<file path="src/rtl/gb_bus_responder.sv">
// rtl/gb_bus_responder.sv - SM83 memory responder: map decode, HRAM, IE and OAM DMA engine
module gb_bus_responder #(
  parameter int DMA_LEN         = 160,
  parameter int DMA_START_DELAY = 1
) (
  input  logic        clk,
  input  logic        rst,
  input  logic [15:0] cpu_r_addr,
  output logic [7:0]  cpu_r_data,
  input  logic [15:0] cpu_w_addr,
  input  logic [7:0]  cpu_w_data,
  input  logic        cpu_w_wen,
  output logic [15:0] ext_r_addr,
  input  logic [7:0]  ext_r_data,
  output logic [15:0] ext_w_addr,
  output logic [7:0]  ext_w_data,
  output logic        ext_wen,
  output logic [7:0]  oam_addr,
  output logic [7:0]  oam_w_data,
  output logic        oam_wen,
  output logic        dma_active,
  output logic [7:0]  ie
);

  typedef enum logic [1:0] {IDLE, START, XFER} dma_state_t;

  localparam logic [7:0] LEN_LAST = 8'(DMA_LEN - 1);
  localparam logic [7:0] DLY_LAST = 8'(DMA_START_DELAY - 1);

  dma_state_t state;
  logic [7:0] cnt;
  logic [7:0] dly;
  logic [7:0] src_hi;
  logic [7:0] dma_reg;
  logic [7:0] hram [0:126];

  logic       dma_busy;
  logic       w_hram, w_ie, w_dma, w_oam, w_ext;
  logic       r_hram, r_ie, r_dma, r_ext;
  logic [7:0] rd_next;

  assign dma_busy = (state != IDLE);

  assign w_ie   = (cpu_w_addr == 16'hFFFF);
  assign w_dma  = (cpu_w_addr == 16'hFF46);
  assign w_hram = (cpu_w_addr >= 16'hFF80) && !w_ie;
  assign w_oam  = (cpu_w_addr >= 16'hFE00) && (cpu_w_addr <= 16'hFE9F);
  assign w_ext  = (cpu_w_addr < 16'hFE00) ||
                  ((cpu_w_addr >= 16'hFF00) && (cpu_w_addr < 16'hFF80) && !w_dma);

  assign r_ie   = (cpu_r_addr == 16'hFFFF);
  assign r_dma  = (cpu_r_addr == 16'hFF46);
  assign r_hram = (cpu_r_addr >= 16'hFF80) && !r_ie;
  assign r_ext  = (cpu_r_addr < 16'hFE00) ||
                  ((cpu_r_addr >= 16'hFF00) && (cpu_r_addr < 16'hFF80) && !r_dma);

  // Source is page aligned, so src+k is just the page with k as the low byte.
  assign ext_r_addr = dma_busy ? {src_hi, cnt} : cpu_r_addr;
  assign ext_w_addr = cpu_w_addr;
  assign ext_w_data = cpu_w_data;
  assign ext_wen    = !rst && cpu_w_wen && w_ext && !dma_busy;
  assign dma_active = !rst && dma_busy;

  always_comb begin
    if (state == XFER) begin
      oam_wen    = !rst;
      oam_addr   = cnt;
      oam_w_data = ext_r_data;
    end else begin
      oam_wen    = !rst && cpu_w_wen && w_oam && !dma_busy;
      oam_addr   = cpu_w_addr[7:0];
      oam_w_data = cpu_w_data;
    end
  end

  always_comb begin
    rd_next = 8'hFF;
    if (r_hram)                 rd_next = hram[cpu_r_addr[6:0]];
    else if (r_ie)              rd_next = ie;
    else if (r_dma)             rd_next = dma_reg;
    else if (r_ext && !dma_busy) rd_next = ext_r_data;
  end

  // HRAM deliberately has no reset.
  always_ff @(posedge clk) begin
    if (cpu_w_wen && w_hram) hram[cpu_w_addr[6:0]] <= cpu_w_data;
  end

  always_ff @(posedge clk) begin
    if (rst) begin
      cpu_r_data <= 8'h00;
      ie         <= 8'h00;
      dma_reg    <= 8'h00;
      src_hi     <= 8'h00;
      state      <= IDLE;
      cnt        <= 8'h00;
      dly        <= 8'h00;
    end else begin
      cpu_r_data <= rd_next;
      if (cpu_w_wen && w_ie) ie <= cpu_w_data;
      if (cpu_w_wen && w_dma) begin
        // Any FF46 write (re)starts the transfer from the new page.
        dma_reg <= cpu_w_data;
        src_hi  <= cpu_w_data;
        cnt     <= 8'h00;
        dly     <= 8'h00;
        state   <= (DMA_START_DELAY == 0) ? XFER : START;
      end else begin
        case (state)
          START: begin
            if (dly == DLY_LAST) begin
              state <= XFER;
              cnt   <= 8'h00;
            end else begin
              dly <= dly + 8'h01;
            end
          end
          XFER: begin
            if (cnt == LEN_LAST) begin
              state <= IDLE;
              cnt   <= 8'h00;
            end else begin
              cnt <= cnt + 8'h01;
            end
          end
          default: state <= IDLE;
        endcase
      end
    end
  end

endmodule

</file>
<file path="config.mk">
export PLATFORM = sky130hd
export DESIGN_NAME = gb_bus_responder
export DESIGN_NICKNAME = d
export VERILOG_FILES = /design/src/rtl/gb_bus_responder.sv
export SDC_FILE = /design/constraint.sdc
export NUM_CORES = 1
export LEC_CHECK = 0
export ABC_CLOCK_PERIOD_IN_PS = 4800
export CELL_PAD_IN_SITES_DETAIL_PLACEMENT = 1
export CELL_PAD_IN_SITES_GLOBAL_PLACEMENT = 2
export CORE_MARGIN = 4
export CORE_UTILIZATION = 51
export DETAILED_ROUTE_END_ITERATION = 6
export PLACE_DENSITY = 0.86
export RECOVER_POWER = 25
export SETUP_SLACK_MARGIN = 0.1
export SYNTH_ARGS = -nofsm -noshare
export SYNTH_HDL_FRONTEND = slang
export SYNTH_SLANG_ARGS = --single-unit
export TNS_END_PERCENT = 1
</file>
<file path="constraint.sdc">
create_clock -name clk -period 4.8 [get_ports clk]
set_input_delay 0.96 -clock clk [delete_from_list [all_inputs] [get_ports clk]]
set_output_delay 0.96 -clock clk [all_outputs]
set_load 0.02 [all_outputs]
</file>
==> results of run 1 <==
## cells in the mapped netlist, types with 6 or more instances
cell type  instances
edfxtp_1        1016
nor2_1           197
mux4_2           180
mux2i_1          148
nand2_1           88
clkbuf_1          58
nand3_1           56
dfxtp_1           42
mux2_2            40
buf_4             37
a22oi_1           36
o21ai_0           32
a21oi_1           31
buf_2             27
nor2b_1           26
nor3_1            21
buf_6             19
mux4_1            18
nand4_1           14
a31oi_1           12
o211ai_1          12
buf_1             11
and3_1            10
a221oi_1           9
inv_1              8
nand2b_1           8
or3_1              7
a2111oi_0          6
o22ai_1            6
## final timing paths
check	startpoint	to	slack [ns]	cells after the start
setup / recovery	cpu_w_data[6]	oam_w_data[6]	0.46	3
hold / removal	dly[7]	dly[7]	0.53	2
setup reg to reg	hram[81][3]	cpu_r_data[3]	2.06	6
hold reg to reg	dly[7]	dly[7]	0.53	2
## tightest hold or removal path, stage by stage, from the launching register on
cell     delay (ns)
dfxtp_1        0.35
xor2_1         0.08
nor2_1         0.07
## layout make-up
class | count | area, um2
clock inverters | 70 | 684
well taps | 1070 | 1340
clock buffers | 126 | 2710
multi-input cells | 1064 | 10200
fillers | 7125 | 33500
diodes | 1 | 2.50
flip-flops and latches | 1058 | 31400
inverters | 10 | 37.5
repair buffers | 299 | 2590
## cells by family after synthesis
| logic type | count (synthesis) |
|---|---|
| and+or+nand+nor | 455 |
| xor gates and xnor gates | 7 |
| AOI/OAI and AO/OA | 213 |
| buffers and inverters | 165 |
| DFF | 1058 |
| muxes | 386 |
| adders and majority gates | 3 |
## per-layer routing
metal	global-route usage [%]	vias to the layer above	part of all wire, %
li1	-	9761	-
met1	40.3	12700	39
met5	0	-	0.020
met2	47.7	1388	48
met3	5.85	246	9.4
met4	10.4	4	3.8
## power by group through the flow
stage	logic, mW	clock network [mW]	registers, mW
after floorplan	0.556	0	10.3
after global placement	1.09	0	10.3
after detailed placement	1.12	0	10.3
after CTS	1.13	8.24	10.1
after global routing	1.17	8.64	10.1
final	1.13	8.15	10.1
==> results.py, run 1 <==
metrics = {
    "outcome": {
        "status": "finished with violations",
        "violations": "max-capacitance violations, max-slew violations",
    },
    "timing": {
        "period_minus_slack_ns": 4.34,
        "whs_ns": 0.530,
        "setup_viol": 0,
        "fmax_mhz": 230,
        "rsz0062_at_grt": "false",
        "relSlewSlack_pct": -70.0,
        "worst_pin_slew_ns": 2.55,
        "fin_tns_setup_ns": 0,
        "fin_ws_ns": 0.459,
        "finalCritPeriodShare_pct": 90.4,
        "skew_ns": 0.0391,
        "finalHoldViolCount": 0,
        "drv_slew": 392,
    },
    "synth": {
        "synth_top_flop_cell": "edfxtp_1",
        "avgSynthCellArea_um2": 18.6,
        "synth_compound_area_share_pct": 3.59,
        "synth_top_area_share_pct": 71.8,
        "yosys.area.top_type": "edfxtp_1",
        "ys_seq_area_share_pct": 73.8,
        "synth_seq_cells": 1058,
        "ys_types": 69,
        "async_flop_share_pct": 0,
        "synth_edf_count": 1016,
        "synth_top_family_by_area": "multiplexers",
        "syn_inst": 2287,
        "synth_nets": 2341,
        "syn-cell-area_um2": 42500,
        "synth.area.top_cells": "edfxtp_1, mux4_2, mux2i_1, dfxtp_1, nor2_1",
        "muxShareOfSynthArea_pct": 15.2,
        "synth_xor_area_share_pct": 0.144,
        "synth_fa_ha_area_share_pct": 0.0883,
        "synth_warnings": 0,
        "synthSimpleGateAreaFrac_pct": 4.89,
    },
    "die": {
        "ioPinCount": 126,
        "core-area_um2": 82400,
        "initial_core_util_pct": 51.6,
        "die_h_um": 297,
        "rows": 105,
        "die-area_um2": 88000,
        "fp.dieW_um": 297,
    },
    "critical_path": {
        "slowest_delay_ns": 1.37,
        "crit_path_end_kind": "output port",
        "path_cells": "clkbuf_1 > mux2_2 > clkdlybuf4s50_1",
        "worstSetupPathType": "in -> out",
        "crit_path_start_kind": "input pin",
        "critPathMaxFanout": 20,
        "path_buf_inv": 2,
        "required_ns": 3.84,
        "critical_path_arrival_ns": 3.38,
        "crit_slowest_cell": "clkbuf_1",
        "cp_top_family": "buffers and inverters",
    },
    "power": {
        "swShare_pct": 22.0,
        "clkPwrFrac_pct": 42.0,
        "power.leakage_nw": 16.0,
        "p_int_mw": 15.1,
        "seqPwrFrac_pct": 52.2,
        "pwr-share-comb_pct": 5.8,
        "total_power_mw": 19.4,
        "p_sw_mw": 4.27,
        "vdd_ir_drop_max_mv": 0.367,
        "powerDensity_nw_per_um2": 397,
    },
    "grt": {
        "grt.overflow.total": 0,
        "grt_max_degree": 102,
        "gr-usage-all-layers_pct": 29.4,
        "grt_pass1_vias": 25000,
        "antenna_found_initial": 5,
        "grt_pass1_wl_mm": 183,
    },
    "final_layout": {
        "final_core_util_pct": 59.3,
        "areaGrowthSynthToFinish_pct": 15.1,
        "final_cell_mix": "edfxtp_1, nor2_1, mux4_2",
        "final_common_cell": "edfxtp_1",
        "drive_gt1_share_pct": 21.0,
        "final_nets": 2592,
        "fin_area_um2": 48900,
        "fin_cells": 3698,
        "largest_register_ffs": 1016,
    },
    "flow_run": {
        "max_cap_violations": 10,
    },
    "drt": {
        "drc": 0,
        "wl_mm": 128,
        "vias_per_cell": 6.51,
        "wl_per_cell_um": 34.7,
        "postRouteAntennaNets": 0,
        "vias": 24100,
        "dr.pass1.iters": 6,
        "drt_iter0_drc": 2794,
    },
    "clocking": {
        "clk_path_buf_depth": 3,
        "ctsResizeCount": 0,
        "htree_levels": 3,
        "holdBufCountCts": 0,
        "cts_tree": "yes",
        "path_clk_slew_ns": 0.06,
        "post_cts_buffers": 0,
        "cts_made_buffers": 105,
        "cts_sinks": 1058,
        "clk_latency_ns": 0.68,
        "clockRootBuffer": "clkbuf_16",
    },
    "placed_design": {
        "hpwl_mm": 83.4,
        "gp_congestion": 0.923,
        "dp_cells": 3501,
        "placed_cell_area_um2": 45600,
        "pre_cts_ws_ns": 0.538,
        "portBuffers": 125,
    },
    "worst_hold_path": {
        "hp-class": "reg -> reg",
    },
}
No activity file was read; power rests on OpenSTA's default activity.
==> run 2, diff against run 1 <==
--- a/config.mk
+++ b/config.mk
@@ -14,6 +14,7 @@
 export PLACE_DENSITY = 0.86
 export RECOVER_POWER = 25
 export SETUP_SLACK_MARGIN = 0.1
+export SLEW_MARGIN = 10
 export SYNTH_ARGS = -nofsm -noshare
 export SYNTH_HDL_FRONTEND = slang
 export SYNTH_SLANG_ARGS = --single-unit
==> results of run 2 <==
Final layout, timing and power as in run 1 (identical DEF).
